===== src/rtl/bf16_add_sched.sv =====
// Two-requester BF16 adder front end with a one-deep result register.
// Round-robin grant, one op per cycle, result one cycle after accept.
module bf16_add (
    input  logic        sa,
    input  logic [7:0]  ea,
    input  logic [6:0]  ma,
    input  logic        sb,
    input  logic [7:0]  eb,
    input  logic [6:0]  mb,
    output logic [15:0] res
);
    logic        nan_a, nan_b, inf_a, inf_b;
    logic        a_big, sl, sub, lost, up;
    logic [7:0]  el, es, xl, xs, d;
    logic [6:0]  ml, ms;
    logic [4:0]  dc, lz, sft;
    logic [17:0] ws, sh;
    logic [18:0] wl, sm, sum, n;
    logic [8:0]  eb9;
    logic [15:0] rnd;

    assign nan_a = (&ea) & (|ma);
    assign nan_b = (&eb) & (|mb);
    assign inf_a = (&ea) & ~(|ma);
    assign inf_b = (&eb) & ~(|mb);

    // order by magnitude so the subtraction never goes negative
    assign a_big = {ea, ma} >= {eb, mb};
    assign el    = a_big ? ea : eb;
    assign es    = a_big ? eb : ea;
    assign ml    = a_big ? ma : mb;
    assign ms    = a_big ? mb : ma;
    assign sl    = a_big ? sa : sb;
    assign sub   = sa ^ sb;

    assign xl = (el == 8'd0) ? 8'd1 : el;
    assign xs = (es == 8'd0) ? 8'd1 : es;
    assign d  = xl - xs;
    assign dc = (d > 8'd18) ? 5'd18 : d[4:0];

    assign ws   = {es != 8'd0, ms, 10'b0};
    assign sh   = ws >> dc;
    assign lost = (sh << dc) != ws;
    assign sm   = {1'b0, sh[17:1], sh[0] | lost};
    assign wl   = {1'b0, el != 8'd0, ml, 10'b0};
    assign sum  = sub ? wl - sm : wl + sm;

    always_comb begin
        lz = 5'd19;
        for (int i = 0; i < 19; i++) begin
            if (sum[i]) lz = 5'(18 - i);
        end
    end

    // stop normalising at the minimum exponent to form subnormals
    assign sft = ({3'b0, lz} <= xl) ? lz : xl[4:0];
    assign n   = sum << sft;
    assign eb9 = n[18] ? ({1'b0, xl} + 9'd1 - {4'b0, sft}) : 9'd0;
    assign up  = n[10] & ((|n[9:0]) | n[11]);
    assign rnd = {eb9, n[17:11]} + {15'b0, up};

    always_comb begin
        res = {sl, rnd[14:0]};
        if (rnd[15:7] >= 9'd255) res = {sl, 8'hFF, 7'h00};
        if (sum == 19'd0) res = {sa & sb, 15'b0};
        if (inf_a | inf_b) res = inf_a ? {sa, ea, ma} : {sb, eb, mb};
        if (nan_a | nan_b | (inf_a & inf_b & sub)) res = 16'h7FC0;
    end
endmodule

module bf16_add_sched (
    input  logic        clk,
    input  logic        nreset,
    input  logic [1:0]  req_valid_i,
    output logic [1:0]  req_ready_o,
    input  logic [15:0] req0_a_i,
    input  logic [15:0] req0_b_i,
    input  logic [15:0] req1_a_i,
    input  logic [15:0] req1_b_i,
    output logic        rsp_valid_o,
    input  logic        rsp_ready_i,
    output logic        rsp_id_o,
    output logic [15:0] rsp_res_o,
    output logic [15:0] ops_cnt_o
);
    typedef enum logic {EMPTY, FULL} state_t;

    state_t      state;
    logic        ptr, open, xfer, gid;
    logic [1:0]  gnt;
    logic [15:0] op_a, op_b, sum;

    assign open = nreset & ((state == EMPTY) | rsp_ready_i);

    always_comb begin
        gnt = 2'b00;
        if (open) begin
            if (req_valid_i[ptr]) gnt[ptr] = 1'b1;
            else if (req_valid_i[~ptr]) gnt[~ptr] = 1'b1;
        end
    end

    assign req_ready_o = gnt;
    assign xfer        = |(gnt & req_valid_i);
    assign gid         = gnt[1];
    assign op_a        = gid ? req1_a_i : req0_a_i;
    assign op_b        = gid ? req1_b_i : req0_b_i;
    assign rsp_valid_o = (state == FULL);

    bf16_add u_add (
        .sa  (op_a[15]),
        .ea  (op_a[14:7]),
        .ma  (op_a[6:0]),
        .sb  (op_b[15]),
        .eb  (op_b[14:7]),
        .mb  (op_b[6:0]),
        .res (sum)
    );

    always_ff @(posedge clk or negedge nreset) begin
        if (!nreset) begin
            state     <= EMPTY;
            ptr       <= 1'b0;
            rsp_id_o  <= 1'b0;
            rsp_res_o <= 16'h0000;
            ops_cnt_o <= 16'h0000;
        end else if (xfer) begin
            state     <= FULL;
            ptr       <= ~gid;
            rsp_id_o  <= gid;
            rsp_res_o <= sum;
            ops_cnt_o <= ops_cnt_o + 16'd1;
        end else if (rsp_ready_i) begin
            state     <= EMPTY;
        end
    end
endmodule


===== config.mk =====
export PLATFORM = sky130hd
export DESIGN_NAME = bf16_add_sched
export DESIGN_NICKNAME = d
export VERILOG_FILES = /design/src/rtl/bf16_add_sched.sv
export SDC_FILE = /design/constraint.sdc
export NUM_CORES = 1
export LEC_CHECK = 0
export CORE_ASPECT_RATIO = 0.5
export CORE_MARGIN = 10
export CORE_UTILIZATION = 45
export DETAILED_ROUTE_END_ITERATION = 7
export PLACE_DENSITY = 0.66
export SLEW_MARGIN = 15
export SYNTH_ARGS = -nofsm -noshare
export SYNTH_HDL_FRONTEND = slang
export SYNTH_HIERARCHICAL = 1
export SYNTH_SLANG_ARGS = --single-unit

===== constraint.sdc =====
create_clock -name clk -period 50 [get_ports clk]
set_clock_uncertainty 0.1 [all_clocks]
set_input_delay 10 -clock clk [delete_from_list [all_inputs] [get_ports clk]]
set_output_delay 10 -clock clk [all_outputs]
set_load 0.02 [all_outputs]

==> results of run 1 <==
==> metrics by stage <==
stage          cell area [um2]  total power [W]  setup slack (ps)  hold WS [ps]
2_1_floorplan             9800         0.000474             24240           376
3_3_place_gp             11100         0.000650             20590           359
3_5_place_dp             11100         0.000648             20200           367
4_1_cts                  11200         0.000681             20420           377
5_1_grt                  11200         0.000749             18560           390
6_report                 11200         0.000704             19890           373
==> cell usage after synthesis, types with 6 or more instances <==
library cell	count
mux2_2	34
mux2_1	29
o22ai_1	18
inv_1	65
a21oi_1	73
ha_1	58
a32oi_1	12
a2111oi_0	6
nor2_1	126
and2_1	20
a22oi_1	11
and3_1	11
o21a_1	9
xor2_1	25
a211oi_1	19
o31ai_1	9
clkbuf_1	37
a2111o_1	7
o211ai_1	31
a21o_1	12
o2111ai_1	9
nor3_1	43
o21ai_1	12
nand2_1	135
nand4_1	27
o21ai_0	56
nand3_1	57
buf_2	22
mux2i_1	40
dfrtp_1	35
nor2b_1	11
nor4_1	19
or3_1	10
a211o_1	15
o21bai_1	14
a31oi_1	17
nand2b_1	6
o32ai_1	6
xnor2_1	36
==> routing by layer <==
metal	vias up	GRT usage, %	share of wire [%]
li1	5257	-	-
met1	5561	37.4	42
met2	766	41.6	43
met3	134	5.59	11
met4	0	9.74	3.9
met5	-	0	0
==> worst register-to-register path, delay by kind of cell (launching register included) <==
family	cells	cell delay (ps)
simple gates	26	7230
compound gates	23	5710
fa+ha+maj	8	2560
mux	5	2180
buf+inv	11	1760
flops	1	390
xor+xnor	1	290
==> cell type report <==
type	count	area [um2]	area share, %
Multi-Input combinational cell	1172	8350	74.5
Timing Repair Buffer	124	1190	10.6
Sequential cell	35	876	7.82
Tap cell	300	375	3.35
Inverter	72	273	2.44
Clock buffer	6	129	1.15
Clock inverter	2	12.5	0.112
==> power by group <==
part           switching (W)  internal, W
Sequential        0.00000711    0.0000379
Clock              0.0000111    0.0000183
Combinational       0.000414     0.000216
Total               0.000432     0.000272
==> flip-flops by register name, indices dropped and copies added (netlist names) <==
register     count
rsp_res_o       16
rsp_id_o         1
ptr              1
ops_cnt_o       16
rsp_valid_o      1
==> kinds of logic (layout without fill, tap and decap cells) <==
group                      Yosys count  count (layout)  synth area share, %
buffers and inverters              142             204                 6.24
and+or+nand+nor                    525             525                 27.7
xor gates and xnor gates            62              62                 5.62
DFF                                 35              35                 8.93
muxes                              107             107                 12.0
AOI/OAI and AO/OA                  417             417                 31.5
adders and majority gates           61              61                 8.02
==> worst max-delay path by stage <==
stage / from / cells past startpoint / to
3_5_place_dp: rsp_ready_i / 75 / rsp_res_o[14]$_DFFE_PN0P_
5_1_grt: nreset / 75 / rsp_res_o[14]$_DFFE_PN0P_
4_1_cts: rsp_ready_i / 75 / rsp_res_o[14]$_DFFE_PN0P_
2_1_floorplan: rsp_ready_i / 78 / rsp_res_o[10]$_DFFE_PN0P_
3_3_place_gp: rsp_ready_i / 77 / rsp_res_o[13]$_DFFE_PN0P_
6_report: rsp_ready_i / 75 / rsp_res_o[14]$_DFFE_PN0P_
==> results.py, run 1 <==
metrics = {
    "grt": {
        "grt_first_pass_wirelength_mm": 64.1,
        "grt_pass1_vias": 10821,
        "grt_overflow_total": 0,
        "grt.total_usage_pct": 27.4,
        "grt_max_degree": 41,
        "antenna_found_initial": 0,
    },
    "setup_path": {
        "r2r-start": "rsp_valid_o$_DFFE_PN0P_",
        "cp-end-kind": "register",
        "arrival_ps": 30170,
        "crit_type": "in2reg",
        "crit_family": "simple AND/OR/NAND/NOR gates",
        "cp.required_ps": 50060,
        "start_kind": "input port",
        "r2r_cells": 74,
        "reg2reg_slack_ps": 29710,
        "critPathMaxStageDelay_ps": 930,
        "path_max_fanout": 33,
        "worst_r2r_endpoint": "rsp_res_o[14]$_DFFE_PN0P_",
        "cp_slowest_cell": "nor3_2",
        "path_common_cell": "inv_1",
        "crit_buf_inv": 12,
    },
    "placement": {
        "port_buffers": 104,
        "place.gp.congestion": 1.05,
        "dpl.hpwl_mm": 32.9,
        "place_inst": 1703,
    },
    "yosys": {
        "synth_nets": 1479,
        "synth_top_cell_by_area": "dfrtp_1",
        "synth_area_um2": 9800,
        "synth_ff_type": "dfrtp_1",
        "synth_area_leaders": "dfrtp_1 (8.9%), ha_1 (7.4%), nand2_1 (5.2%)",
        "synth.ff_latch_count": 35,
        "ys_warn_count": 6,
        "yosysSeqAreaShare_pct": 8.93,
        "synth_edf_count": 0,
        "syn_avg_cell_area_um2": 7.27,
        "syn_inst": 1349,
        "postSynth.asyncResetShare_pct": 100,
        "synthDistinctLibCells": 116,
        "synth_top_area_share_pct": 8.93,
    },
    "min_path": {
        "whs_path_depth": 1,
        "holdPathEnd": "ops_cnt_o[15]$_DFFE_PN0P_",
        "hold_class": "reg2reg",
        "min_from": "ops_cnt_o[15]$_DFFE_PN0P_",
    },
    "clock_tree": {
        "post_cts_resized": 0,
        "cts.clk_slew.worst_paths_ps": 50,
        "clkSinkCount": 35,
        "clk_path_buf_depth": 2,
        "clock_latency_ps": 270,
        "hold_buffers": 0,
        "cts-htree-levels": 2,
        "numCtsBuffers": 5,
        "post_cts_buffers": 0,
        "tritoncts": "yes",
        "cts_root_buf": "clkbuf_16",
    },
    "cells_and_area": {
        "nNetsFinal": 1540,
        "final_cell_mix": "nand2_1 (135), nor2_1 (126), clkdlybuf4s50_1 (103), a21oi_1 (72), inv_1 (65)",
        "nFillCells": 2125,
        "syn2layout_area_growth_pct": 14.2,
        "layout_commonest_cell": "nand2_1",
        "layout-drive-gt1-share_pct": 9.36,
        "diodes": 0,
        "layout.cells.non_filler": 1711,
        "fin_util_pct": 52.0,
    },
    "sta": {
        "rsz0062_at_grt": "false",
        "finalHoldViolCount": 0,
        "period_share_pct": 60.2,
        "drv_slew": 0,
        "finalSetupViolCount": 0,
        "tns_ps": 0,
        "relSlewSlack_pct": 26.4,
        "worst_pin_slew_ps": 1100,
        "fin_crit_ps": 30110,
        "fmax_mhz": 33.2,
    },
    "pwr": {
        "pwr_density_cell_nw_per_um2": 62.9,
        "max-vdd-ir-drop_uv": 27.2,
        "p_leak_nw": 4.31,
    },
    "die": {
        "dieArea_um2": 28400,
        "die_y_um": 124,
        "die_w_um": 229,
        "rows": 38,
        "start_util_pct": 45.5,
        "core_area_um2": 21500,
        "io_pins": 105,
    },
    "routing": {
        "ant_nets": 0,
        "drtPass1Iterations": 6,
        "initialDrtViolationCount": 1907,
        "drc_errors": 0,
        "vias": 11718,
        "vias_per_cell": 6.85,
        "routedWlPerCell_um": 24.5,
        "drt_wl_total_mm": 42.0,
    },
    "run": {
        "maxCapViolCount": 0,
    },
    "outcome": {
        "status": "finished clean",
    },
}
Power figures use the tool's default switching activity.
==> run 2: changes to the inputs <==
Settings changed: PLACE_DENSITY 0.66 to 0.68.
Clock period 50 ns to 26.2 ns, I/O delays scaled along.
==> run 2 against run 1 <==
  * Setup slack got worse by 18000 ps
  * Total power rose by 90%
  * Cell count rose by 0.29%
  * First-iteration DRC count fell by 22%
  * Die area did not move
  * Routed wire length fell by 2.8%
  * Largest cell class unchanged
  * Non-clock buffer count rose by 5
  * Sequential share of layout area barely moved
  * Register-to-register slack got worse by 23000 ps
  * Flip-flop and latch count did not move
  * Global-route usage fell by 0.91 points
==> results.py, run 2 (synthesis results as in run 1) <==
metrics = {
    "routing": {
        "routedWlPerCell_um": 23.8,
        "ant_nets": 0,
        "vias_per_cell": 6.73,
        "drc_errors": 0,
        "drt_wl_total_mm": 40.8,
        "vias": 11554,
        "initialDrtViolationCount": 1490,
        "drtPass1Iterations": 6,
    },
    "placement": {
        "dpl.hpwl_mm": 32.5,
        "place.gp.congestion": 1.03,
        "place_inst": 1708,
        "port_buffers": 104,
        "place_ws_ps": 1150,
    },
    "cells_and_area": {
        "nFillCells": 2108,
        "diodes": 0,
        "layout_commonest_cell": "nand2_1",
        "syn2layout_area_growth_pct": 14.7,
        "final_cell_mix": "nand2_1 (135), nor2_1 (126), clkdlybuf4s50_1 (103), a21oi_1 (72), inv_1 (65)",
        "layout-drive-gt1-share_pct": 9.75,
        "reg_top3": "ops_cnt_o x16, rsp_res_o x16",
        "layout.cells.non_filler": 1716,
        "nNetsFinal": 1545,
    },
    "sta": {
        "tns_ps": 0,
        "finalSetupViolCount": 0,
        "worst_pin_slew_ps": 1050,
        "fmax_mhz": 40.3,
        "layout_setup_ws_ps": 1410,
        "fin_crit_ps": 24790,
        "relSlewSlack_pct": 29.6,
        "rsz0062_at_grt": "false",
        "drv_slew": 0,
        "period_share_pct": 94.6,
        "finalHoldViolCount": 0,
    },
    "pwr": {
        "max-vdd-ir-drop_uv": 58.7,
        "power.switching_w": 0.000812,
        "pwr_density_cell_nw_per_um2": 119,
        "switching_share_pct": 60.8,
        "power_frac_comb_pct": 89.4,
        "share_seq_of_total_power_pct": 6.4,
        "cell_internal_pwr_w": 0.000524,
        "clockPowerShare_pct": 4.2,
        "p_leak_nw": 4.33,
        "finalPower_w": 0.00134,
    },
    "clock_tree": {
        "tritoncts": "yes",
        "numCtsBuffers": 5,
        "clock_latency_ps": 270,
        "cts_root_buf": "clkbuf_16",
        "cts.clk_slew.worst_paths_ps": 50,
        "cts-htree-levels": 2,
        "clk_path_buf_depth": 2,
        "post_cts_buffers": 0,
        "clkSinkCount": 35,
    },
    "die": {
        "io_pins": 105,
        "die_w_um": 229,
        "die_y_um": 124,
        "start_util_pct": 45.5,
        "core_area_um2": 21500,
        "dieArea_um2": 28400,
        "rows": 38,
    },
    "grt": {
        "grt.total_usage_pct": 26.4,
        "antenna_found_initial": 0,
        "grt_pass1_vias": 10640,
        "grt_overflow_total": 0,
        "grt_first_pass_wirelength_mm": 62.1,
        "grt_max_degree": 40,
    },
    "setup_path": {
        "crit_type": "in2reg",
        "cp_slowest_cell": "mux2_1",
        "arrival_ps": 24840,
        "cp.required_ps": 26260,
        "path_max_fanout": 33,
        "start_kind": "input port",
        "path_common_cell": "inv_1",
        "critPathMaxStageDelay_ps": 600,
        "cp-end-kind": "register",
    },
    "outcome": {
        "status": "finished clean",
    },
    "min_path": {
        "hold_class": "reg2reg",
    },
    "run": {
        "maxCapViolCount": 0,
    },
}
==> run 2: cell types whose count changed in the layout (fill, tap and decap cells not counted), sizes merged <==
| cell | change |
|---|---|
| clkinvlp | +1 |
| clkinv | -1 |
| buf | +5 |
==> run 2: path summary, 6_finish.rpt <==
path                                        endpoint  slack, ps  depth (start not counted)                       from
setup reg to reg           rsp_res_o[13]$_DFFE_PN0P_       6500                         78    rsp_valid_o$_DFFE_PN0P_
hold reg to reg            ops_cnt_o[15]$_DFFE_PN0P_        370                          1  ops_cnt_o[15]$_DFFE_PN0P_
min in group asynchronous  ops_cnt_o[14]$_DFFE_PN0P_       4980                          2                     nreset
setup / recovery           rsp_res_o[13]$_DFFE_PN0P_       1410                         79                rsp_ready_i
max in group asynchronous   rsp_res_o[6]$_DFFE_PN0P_      20700                          2                     nreset
hold / removal             ops_cnt_o[15]$_DFFE_PN0P_        370                          1  ops_cnt_o[15]$_DFFE_PN0P_
==> run 2: critical path, delay by kind of cell <==
kind | cells | cell delay [ps]
AND/OR/NAND/NOR | 24 | 5750
XOR/XNOR | 1 | 310
multiplexers | 7 | 2580
AO/OA/AOI/OAI | 24 | 5400
buffers and inverters | 15 | 3100
adder cells (fa/ha/maj) | 8 | 2430
==> run 2: power groups by stage <==
stage | Clock, W | Combinational [W] | Sequential (W)
global placement | 0 | 0.00114 | 0.0000858
CTS | 0.0000564 | 0.00115 | 0.0000855
floorplan | 0 | 0.000800 | 0.000104
finish | 0.0000554 | 0.00119 | 0.0000855
global route | 0.0000594 | 0.00127 | 0.0000876
detailed placement | 0 | 0.00115 | 0.0000864
==> run 2: final cells by class <==
type	count	area (um2)	share of cell area [%]
clock inverters	2	12.5	0.111
clock buffers	6	129	1.15
flip-flops and latches	35	876	7.79
inverters	72	277	2.46
repair buffers	129	1220	10.9
multi-input cells	1172	8350	74.3
well taps	300	375	3.34
==> run 2: what timing repair did <==
action                                  CTS  global route
resized for setup                         0             3
endpoints found under the setup margin    0            15
hold buffers                              0             0
==> run 2: metal layers <==
layer / routed length (um) / global-route usage, % / vias up
met5: 0 / 0 / -
met4: 1470 / 9.51 / 0
met3: 4120 / 5.12 / 112
met2: 17300 / 40.0 / 679
met1: 17900 / 36.4 / 5506
li1: - / - / 5257
==> run 2: stage by stage <==
step                instance area [um2]  utilization, %  hold slack, ps
floorplan                          9800               -             376
global placement                  11100            51.5             363
detailed placement                11100            51.5             377
CTS                               11200            52.1             383
global route                      11200            52.2             402
finish                            11200            52.2             373
==> run 3: changes to the inputs <==
Settings changed: MAX_ROUTING_LAYER set to met4, SETUP_SLACK_MARGIN set to 0.15.
==> run 3 against run 2 <==
  * Final area fell by 0.35%
  * Largest power group unchanged
  * Hold slack got worse by 3.5 ps
  * Die area did not move
  * Sequential share of layout area barely moved
==> results.py, run 3 (synthesis results as in run 1) <==
metrics = {
    "cells_and_area": {
        "nNetsFinal": 1541,
        "final_cell_mix": "nand2_1 (135), nor2_1 (126), clkdlybuf4s50_1 (103), a21oi_1 (72), inv_1 (65)",
        "syn2layout_area_growth_pct": 14.3,
        "nFillCells": 2129,
        "layout.cells.non_filler": 1712,
        "layout-drive-gt1-share_pct": 9.42,
        "reg_top3": "ops_cnt_o x16, rsp_res_o x16",
        "diodes": 0,
        "layout_commonest_cell": "nand2_1",
    },
    "die": {
        "rows": 38,
        "die_y_um": 124,
        "io_pins": 105,
        "dieArea_um2": 28400,
        "core_area_um2": 21500,
        "die_w_um": 229,
        "start_util_pct": 45.5,
    },
    "sta": {
        "finalHoldViolCount": 0,
        "fin_crit_ps": 24920,
        "tns_ps": 0,
        "rsz0062_at_grt": "false",
        "finalSetupViolCount": 0,
        "fmax_mhz": 40.1,
        "drv_slew": 0,
        "worst_pin_slew_ps": 1130,
        "period_share_pct": 95.1,
        "relSlewSlack_pct": 24.0,
        "layout_setup_ws_ps": 1280,
        "worst_hold_slack_ps": 370,
    },
    "clock_tree": {
        "cts_root_buf": "clkbuf_16",
        "clkSinkCount": 35,
        "cts.clk_slew.worst_paths_ps": 50,
        "cts-htree-levels": 2,
        "hold_buffers": 0,
        "post_cts_resized": 0,
        "numCtsBuffers": 5,
        "tritoncts": "yes",
        "clk_path_buf_depth": 2,
        "clock_latency_ps": 270,
        "post_cts_buffers": 0,
    },
    "setup_path": {
        "start_kind": "input port",
        "crit_type": "in2reg",
        "path_common_cell": "inv_1",
        "cp-end-kind": "register",
        "cp_slowest_cell": "o31ai_2",
        "cp.required_ps": 26260,
        "critPathMaxStageDelay_ps": 760,
        "path_max_fanout": 33,
        "arrival_ps": 24980,
    },
    "grt": {
        "antenna_found_initial": 0,
        "grt_first_pass_wirelength_mm": 63.6,
        "grt_max_degree": 40,
        "grt.total_usage_pct": 27.9,
        "grt_overflow_total": 0,
        "grt_pass1_vias": 10705,
    },
    "routing": {
        "vias": 11687,
        "ant_nets": 0,
        "drc_errors": 0,
        "drtPass1Iterations": 7,
        "drt_wl_total_mm": 41.5,
        "initialDrtViolationCount": 1716,
        "vias_per_cell": 6.83,
        "routedWlPerCell_um": 24.2,
    },
    "pwr": {
        "pwr_density_cell_nw_per_um2": 119,
        "p_leak_nw": 4.31,
        "max-vdd-ir-drop_uv": 58.0,
    },
    "placement": {
        "place.gp.congestion": 1.07,
        "dpl.hpwl_mm": 33.0,
        "place_inst": 1704,
        "port_buffers": 104,
        "place_ws_ps": 1630,
    },
    "run": {
        "maxCapViolCount": 0,
    },
    "outcome": {
        "status": "finished clean",
    },
    "min_path": {
        "hold_class": "reg2reg",
    },
}
[run 3: per-stage QoR]
step                      power [W]  cell area [um2]  util (%)
final                       0.00134            11200      52.0
after global routing        0.00142            11200      52.0
after CTS                   0.00129            11200      52.0
after detailed placement    0.00123            11100      51.4
after global placement      0.00124            11100      51.4
after floorplan            0.000904             9800         -
[run 3: area by class of cell]
type	instances	area [um2]	share of cell area (%)
clock inverters	2	12.5	0.112
well taps	300	375	3.35
repair buffers	125	1190	10.7
inverters	72	273	2.43
flip-flops and latches	35	876	7.82
multi-input cells	1172	8350	74.5
clock buffers	6	129	1.15
[run 3: where the power goes]
group	switching [W]	internal [W]
Clock	0.0000203	0.0000350
Sequential	0.0000130	0.0000723
Combinational	0.000783	0.000413
[run 3: final timing paths]
path | from | to | slack (ps) | depth (start not counted)
setup reg to reg | rsp_valid_o$_DFFE_PN0P_ | rsp_res_o[14]$_DFFE_PN0P_ | 6350 | 74
max in group asynchronous | nreset | ops_cnt_o[12]$_DFFE_PN0P_ | 20670 | 2
hold / removal | ops_cnt_o[15]$_DFFE_PN0P_ | ops_cnt_o[15]$_DFFE_PN0P_ | 370 | 1
hold reg to reg | ops_cnt_o[15]$_DFFE_PN0P_ | ops_cnt_o[15]$_DFFE_PN0P_ | 370 | 1
setup / recovery | rsp_ready_i | rsp_res_o[14]$_DFFE_PN0P_ | 1280 | 75
min in group asynchronous | nreset | ops_cnt_o[8]$_DFFE_PN0P_ | 5000 | 2
[run 3: routing by layer]
metal	routed length, um	global-route usage (%)	share of wire, %	vias to the layer above
met5	0	-	0	-
met4	1950	10.0	4.7	0
met3	4130	3.98	9.9	177
met2	17400	41.1	42	749
met1	18000	38.1	43	5497
li1	-	-	-	5264
[run 3: critical path: cells and delay by family]
kind                     cells  cell delay, ps
adder cells (fa/ha/maj)      8            2300
AO/OA/AOI/OAI               24            6420
AND/OR/NAND/NOR             24            5880
buffers and inverters       12            2020
multiplexers                 6            2740
XOR/XNOR                     1             300
==> patch 1, RTL diff (settings of run 3) <==
Put one more register stage on the output `ops_cnt_o`, with the module's reset. The value now appears one clock later. The other outputs are not delayed to match.
--- a/src/rtl/bf16_add_sched.sv
+++ b/src/rtl/bf16_add_sched.sv
@@ -87,2 +87,4 @@
 
+    logic [15:0] ops_cnt_s0;
+
     state_t      state;
@@ -125,3 +127,3 @@
             rsp_res_o <= 16'h0000;
-            ops_cnt_o <= 16'h0000;
+            ops_cnt_s0 <= 16'h0000;
         end else if (xfer) begin
@@ -131,3 +133,3 @@
             rsp_res_o <= sum;
-            ops_cnt_o <= ops_cnt_o + 16'd1;
+            ops_cnt_s0 <= ops_cnt_s0 + 16'd1;
         end else if (rsp_ready_i) begin
@@ -136,2 +138,10 @@
     end
+    always_ff @(posedge clk or negedge nreset) begin
+        if (!nreset) begin
+            ops_cnt_o <= '0;
+        end else begin
+            ops_cnt_o <= ops_cnt_s0;
+        end
+    end
+
 endmodule
Check against the original RTL: not equivalent (Yosys sat finds a counterexample within 4 cycles, from zero or initial values and one cycle with nreset low).
==> patch 1 against run 3 <==
- routed wire length shrank 0.32%
- synthesized area grew 4.1%
- count of clock-buffer cells in the layout is the same
- worst setup slack gained 0.20 ns
- cell area grew 3.9%
- worst hold slack lost 0.067 ns
- non-clock buffer count is the same
- sequential cell count grew 16
- critical path depth grew 1
- register-to-register slack gained 0.18 ns
- power grew 2.7%
==> patch 1: results (changes against run 3) <==
* Cells after synthesis at 1365 (+1.2%)
* Initial DRT Pass Iterations at 6 (-1)
* VDD IR-drop max at 67.87 uV (+17%)
* WL met2 at 18060 microns (+3.9%)
* Wire length per cell at 23.93 microns (-1.2%)
* Met1 usage at 34.88% (-3.2 points)
* Post-DP HPWL at 32700 microns (-0.93%)
* Sequential fraction of the synthesis area at 12.51% (+3.6 points)
* Wire length on met1 at 17690 microns (-1.9%)
* GR Layer Usage met2 at 42.22% (+1.1 points)
* Worst path max stage delay at 0.59 ns (-0.17 ns)
* Layout cells sized above 1 at 9.594% (+0.17 points)
* Met3 usage at 5.251% (+1.3 points)
* Met3 Wirelength at 4147 microns (+0.48%)
* Synth area leaders: dfrtp_1, ha_1, nand2_1, nor2_1, mux2i_1
* Status: finished, final reports clean
* Synth Net Count at 1495 (+1.1%)
* Regs by FF count: ops_cnt_o: 16 flops, ops_cnt_s0: 16 flops, rsp_res_o: 16 flops
* Critical path's slowest cell: a2111oi_0
* Effective utilization at floorplan at 46.45% (+0.94 points)
* Data arrival, critical path at 24.80 ns (-0.18 ns)
* Layout Cells excl Fill at 1728 (+0.93%)
* Placement Cell Area at 0.01146 sq mm (+3.6%)
* Vias after detailed routing at 11540 (-1.3%)
* Clk Latency, worst-skew pair at 0.29 ns (+0.02 ns)
* Nets at 1557 (+1.0%)
* Largest net degree at the start of global routing at 56 (+40%)
* Worst slack at placement at 1.200 ns (-0.4319 ns)
* Slew @ Worst Pin at 1.126 ns (-0.008730 ns)
* Total track usage at 27.18% (-0.75 points)
* GP Congestion at 1.076 (+0.89%)
* Leakage at 4.527 nW (+4.9%)
* Adder-Cell Fraction of Synth Area at 7.701% (-0.31 points)
* First-pass GRT wire length at 62850 microns (-1.2%)
* Vias in the first global route at 10870 (+1.5%)
* Initial detailed-routing violation count at 1670 (-2.7%)
* Compound-Gate Fraction of Synth Area at 30.24% (-1.2 points)
patch 1: power by group:
part | switching [W] | leakage (nW) | internal, W
combinational | 0.000778 | 3.80 | 0.000413
clock | 0.0000275 | 0.0731 | 0.0000381
sequential | 0.0000135 | 0.655 | 0.000101
total | 0.000819 | 4.53 | 0.000553
patch 1: cell type report:
cell class,count,area (sq um),area share [%]
clock buffers,6,138.9,1.193
well taps,300,375.4,3.224
flip-flops and latches,51,1276,10.96
multi-input cells,1172,8368,71.88
clock inverters,2,16.27,0.1397
repair buffers,125,1194,10.25
inverters,72,272.8,2.343
patch 1: worst paths after layout:
path	endpoint	slack (ns)	cells past startpoint	startpoint
max	rsp_res_o[13]	1.48	76	rsp_ready_i
min	ops_cnt_o[15]	0.30	0	ops_cnt_s0[15]
max reg2reg	rsp_res_o[13]	6.53	75	rsp_valid_o
min reg2reg	ops_cnt_o[15]	0.30	0	ops_cnt_s0[15]
max in group asynchronous	ops_cnt_s0[11]	20.57	2	nreset
min in group asynchronous	ops_cnt_o[2]	4.99	2	nreset
==> patch 2, RTL diff (flow settings as in run 3) <==
Without the edit above. Reset style: synchronous (`nreset`), changed in one clocked block.
--- a/src/rtl/bf16_add_sched.sv
+++ b/src/rtl/bf16_add_sched.sv
@@ -119,3 +119,3 @@
 
-    always_ff @(posedge clk or negedge nreset) begin
+    always_ff @(posedge clk) begin
         if (!nreset) begin
Check against the original RTL: differs if nreset is asserted again (counterexample within 4 cycles, from zero or initial values and one cycle with nreset low); with nreset held inactive, the same outputs for 4 cycles.
==> patch 2 against run 3 <==
- cell count is 2.6% higher
- synthesized area is 0.80% lower
- routed wire length is 1.0% higher
- cell area is 0.26% lower
- register-to-register slack better by 0.63 ns
- die area is 0.71% lower
- power is 11% lower
- worst setup slack better by 0.48 ns
- clock power is 23% higher
- sequential cell count stayed put
- critical path type unchanged
==> patch 2: results (changes against run 3) <==
* Number of inserted diodes at 0 (unchanged)
* Max FO, Critical Path at 34 (+3.0%)
* Detailed Route WL at 41900 microns (+1.0%)
* Synth Net Count at 1537 (+3.9%)
* Initial detailed-routing violation count at 1835 (+6.9%)
* Status: finished, final reports clean
* Hold Crit Class: register to register
* Count of warnings emitted by yosys at 6 (unchanged)
* First-pass GRT wire length at 63110 microns (-0.75%)
* CTS H-tree depth at 2 (unchanged)
* Vias after detailed routing at 12150 (+3.9%)
* Worst path max stage delay at 0.67 ns (-0.09 ns)
* Fillers at 2071 (-2.7%)
* Asr flop ratio synth at 0% (-100 points)
* NetSw at 0.0007304 W (-10%)
* Post-CTS Repair Setup Buffers at 0 (unchanged)
* CTS clk-pin slew, worst paths at 0.05 ns (about the same)
* Initial DRT Pass Iterations at 7 (unchanged)
* Post-CTS Resized at 0 (unchanged)
* VDD IR-drop max at 62.30 uV (+7.5%)
* Post-Synth XOR/XNOR Area at 4.941% (-0.68 points)
* Layout cells sized above 1 at 9.898% (+0.48 points)
* Synth area leaders: ha_1, dfxtp_1, nand2_1, mux2_2, nor2_1
* GP Congestion at 1.041 (-2.3%)
* Top cells by count, synth: nand2_1, nor2_1, a21oi_1, inv_1
* Inserted Clock Buffers at 5 (unchanged)
* Antenna violations before repair at 0 (unchanged)
* Root Buffer Master: clkbuf_16
* Clk Latency, worst-skew pair at 0.28 ns
* PortBufs at 104 (unchanged)
* Leakage at 4.124 nW (-4.4%)
* Post-synthesis cell type count at 112 (-3.4%)
* Nets at 1594 (+3.4%)
* Largest net degree at the start of global routing at 38 (-5.0%)
* Worst slack at placement at 1.333 ns (-0.2992 ns)
* Multiplexer share of the synthesized area at 10.33% (-1.7 points)
* Clock Path Buffers at 2 (unchanged)
* Worst relative slew slack at 23.71% (-0.25 points)
* Total track usage at 28.19% (+0.26 points)
* Sequential fraction of the synthesis area at 7.205% (-1.7 points)
* Post-DP HPWL at 32720 microns (-0.88%)
* Compound-Gate Fraction of Synth Area at 33.20% (+1.7 points)
* Post-synth top flop: dfxtp_1
* Data arrival, critical path at 24.52 ns (-0.46 ns)
* Regs by FF count: ops_cnt_o: 16 flops, rsp_res_o: 16 flops
* Adder-Cell Fraction of Synth Area at 8.080% (+0.065 points)
* Vias in the first global route at 11110 (+3.8%)
* Critical path's slowest cell: clkdlybuf4s50_1
[patch 2: changes by cell type in the layout (fill, tap and decap cells not counted), moves of 12 or more]
cell and delta:
dfrtp_1 -35, dfxtp_1 +35, a21oi_1 +20, nand2_1 +36, mux2_1 -29, mux2_2 +12
[patch 2: metrics by stage]
| stage | instance area (sq um) | hold slack [ns] | power, W | std cells | util (%) |
|---|---|---|---|---|---|
| final | 11180 | 0.3508 | 0.001190 | 1757 | 53.53 |
| after global routing | 11180 | 0.3735 | 0.001253 | 1757 | 53.53 |
| after CTS | 11140 | 0.3557 | 0.001140 | 1756 | 53.36 |
| after detailed placement | 10970 | 0.3484 | 0.001067 | 1748 | 52.56 |
| after global placement | 10970 | 0.3425 | 0.001067 | 1748 | 52.56 |
| after floorplan | 9724 | 0.3493 | 0.0007886 | 1407 | - |
[patch 2: power groups by stage]
| stage | Combinational, W | Clock (W) | Sequential [W] |
|---|---|---|---|
| 2_1_floorplan | 0.000708 | 0 | 0.0000805 |
| 3_3_place_gp | 0.000998 | 0 | 0.0000692 |
| 3_5_place_dp | 0.000997 | 0 | 0.0000697 |
| 4_1_cts | 0.00100 | 0.0000687 | 0.0000688 |
| 5_1_grt | 0.00111 | 0.0000716 | 0.0000699 |
| 6_report | 0.00105 | 0.0000681 | 0.0000686 |
[patch 2: area by class of cell]
cell class | count | area, sq um | share of cell area [%]
clock inverters | 3 | 43.79 | 0.3918
well taps | 292 | 365.4 | 3.269
repair buffers | 126 | 1206 | 10.79
inverters | 75 | 287.8 | 2.575
clock buffers | 5 | 125.1 | 1.119
flip-flops and latches | 35 | 700.7 | 6.269
multi-input cells | 1221 | 8448 | 75.58
[patch 2: critical path, delay by kind of cell]
family	cells	cell delay [ns]
AO/OA/AOI/OAI	25	6.26
XOR/XNOR	2	0.46
adder cells (fa/ha/maj)	8	2.36
buffers and inverters	14	2.98
multiplexers	5	1.94
AND/OR/NAND/NOR	23	5.19
[patch 2: final timing paths]
path	start	endpoint	slack, ns	cells past startpoint
setup / recovery	nreset	rsp_res_o[0]	1.76	77
hold / removal	rsp_res_o[9]	rsp_res_o[9]	0.35	2
setup reg to reg	rsp_valid_o	rsp_res_o[0]	6.98	77
hold reg to reg	rsp_res_o[9]	rsp_res_o[9]	0.35	2
[patch 2: routing by layer]
layer | vias up | wire length [microns] | track usage (%)
met3 | 150 | 4571 | 5.901
met5 | - | 0 | -
met2 | 794 | 17930 | 43.05
met4 | 0 | 1725 | 10.14
li1 | 5437 | - | -
met1 | 5766 | 17680 | 36.42
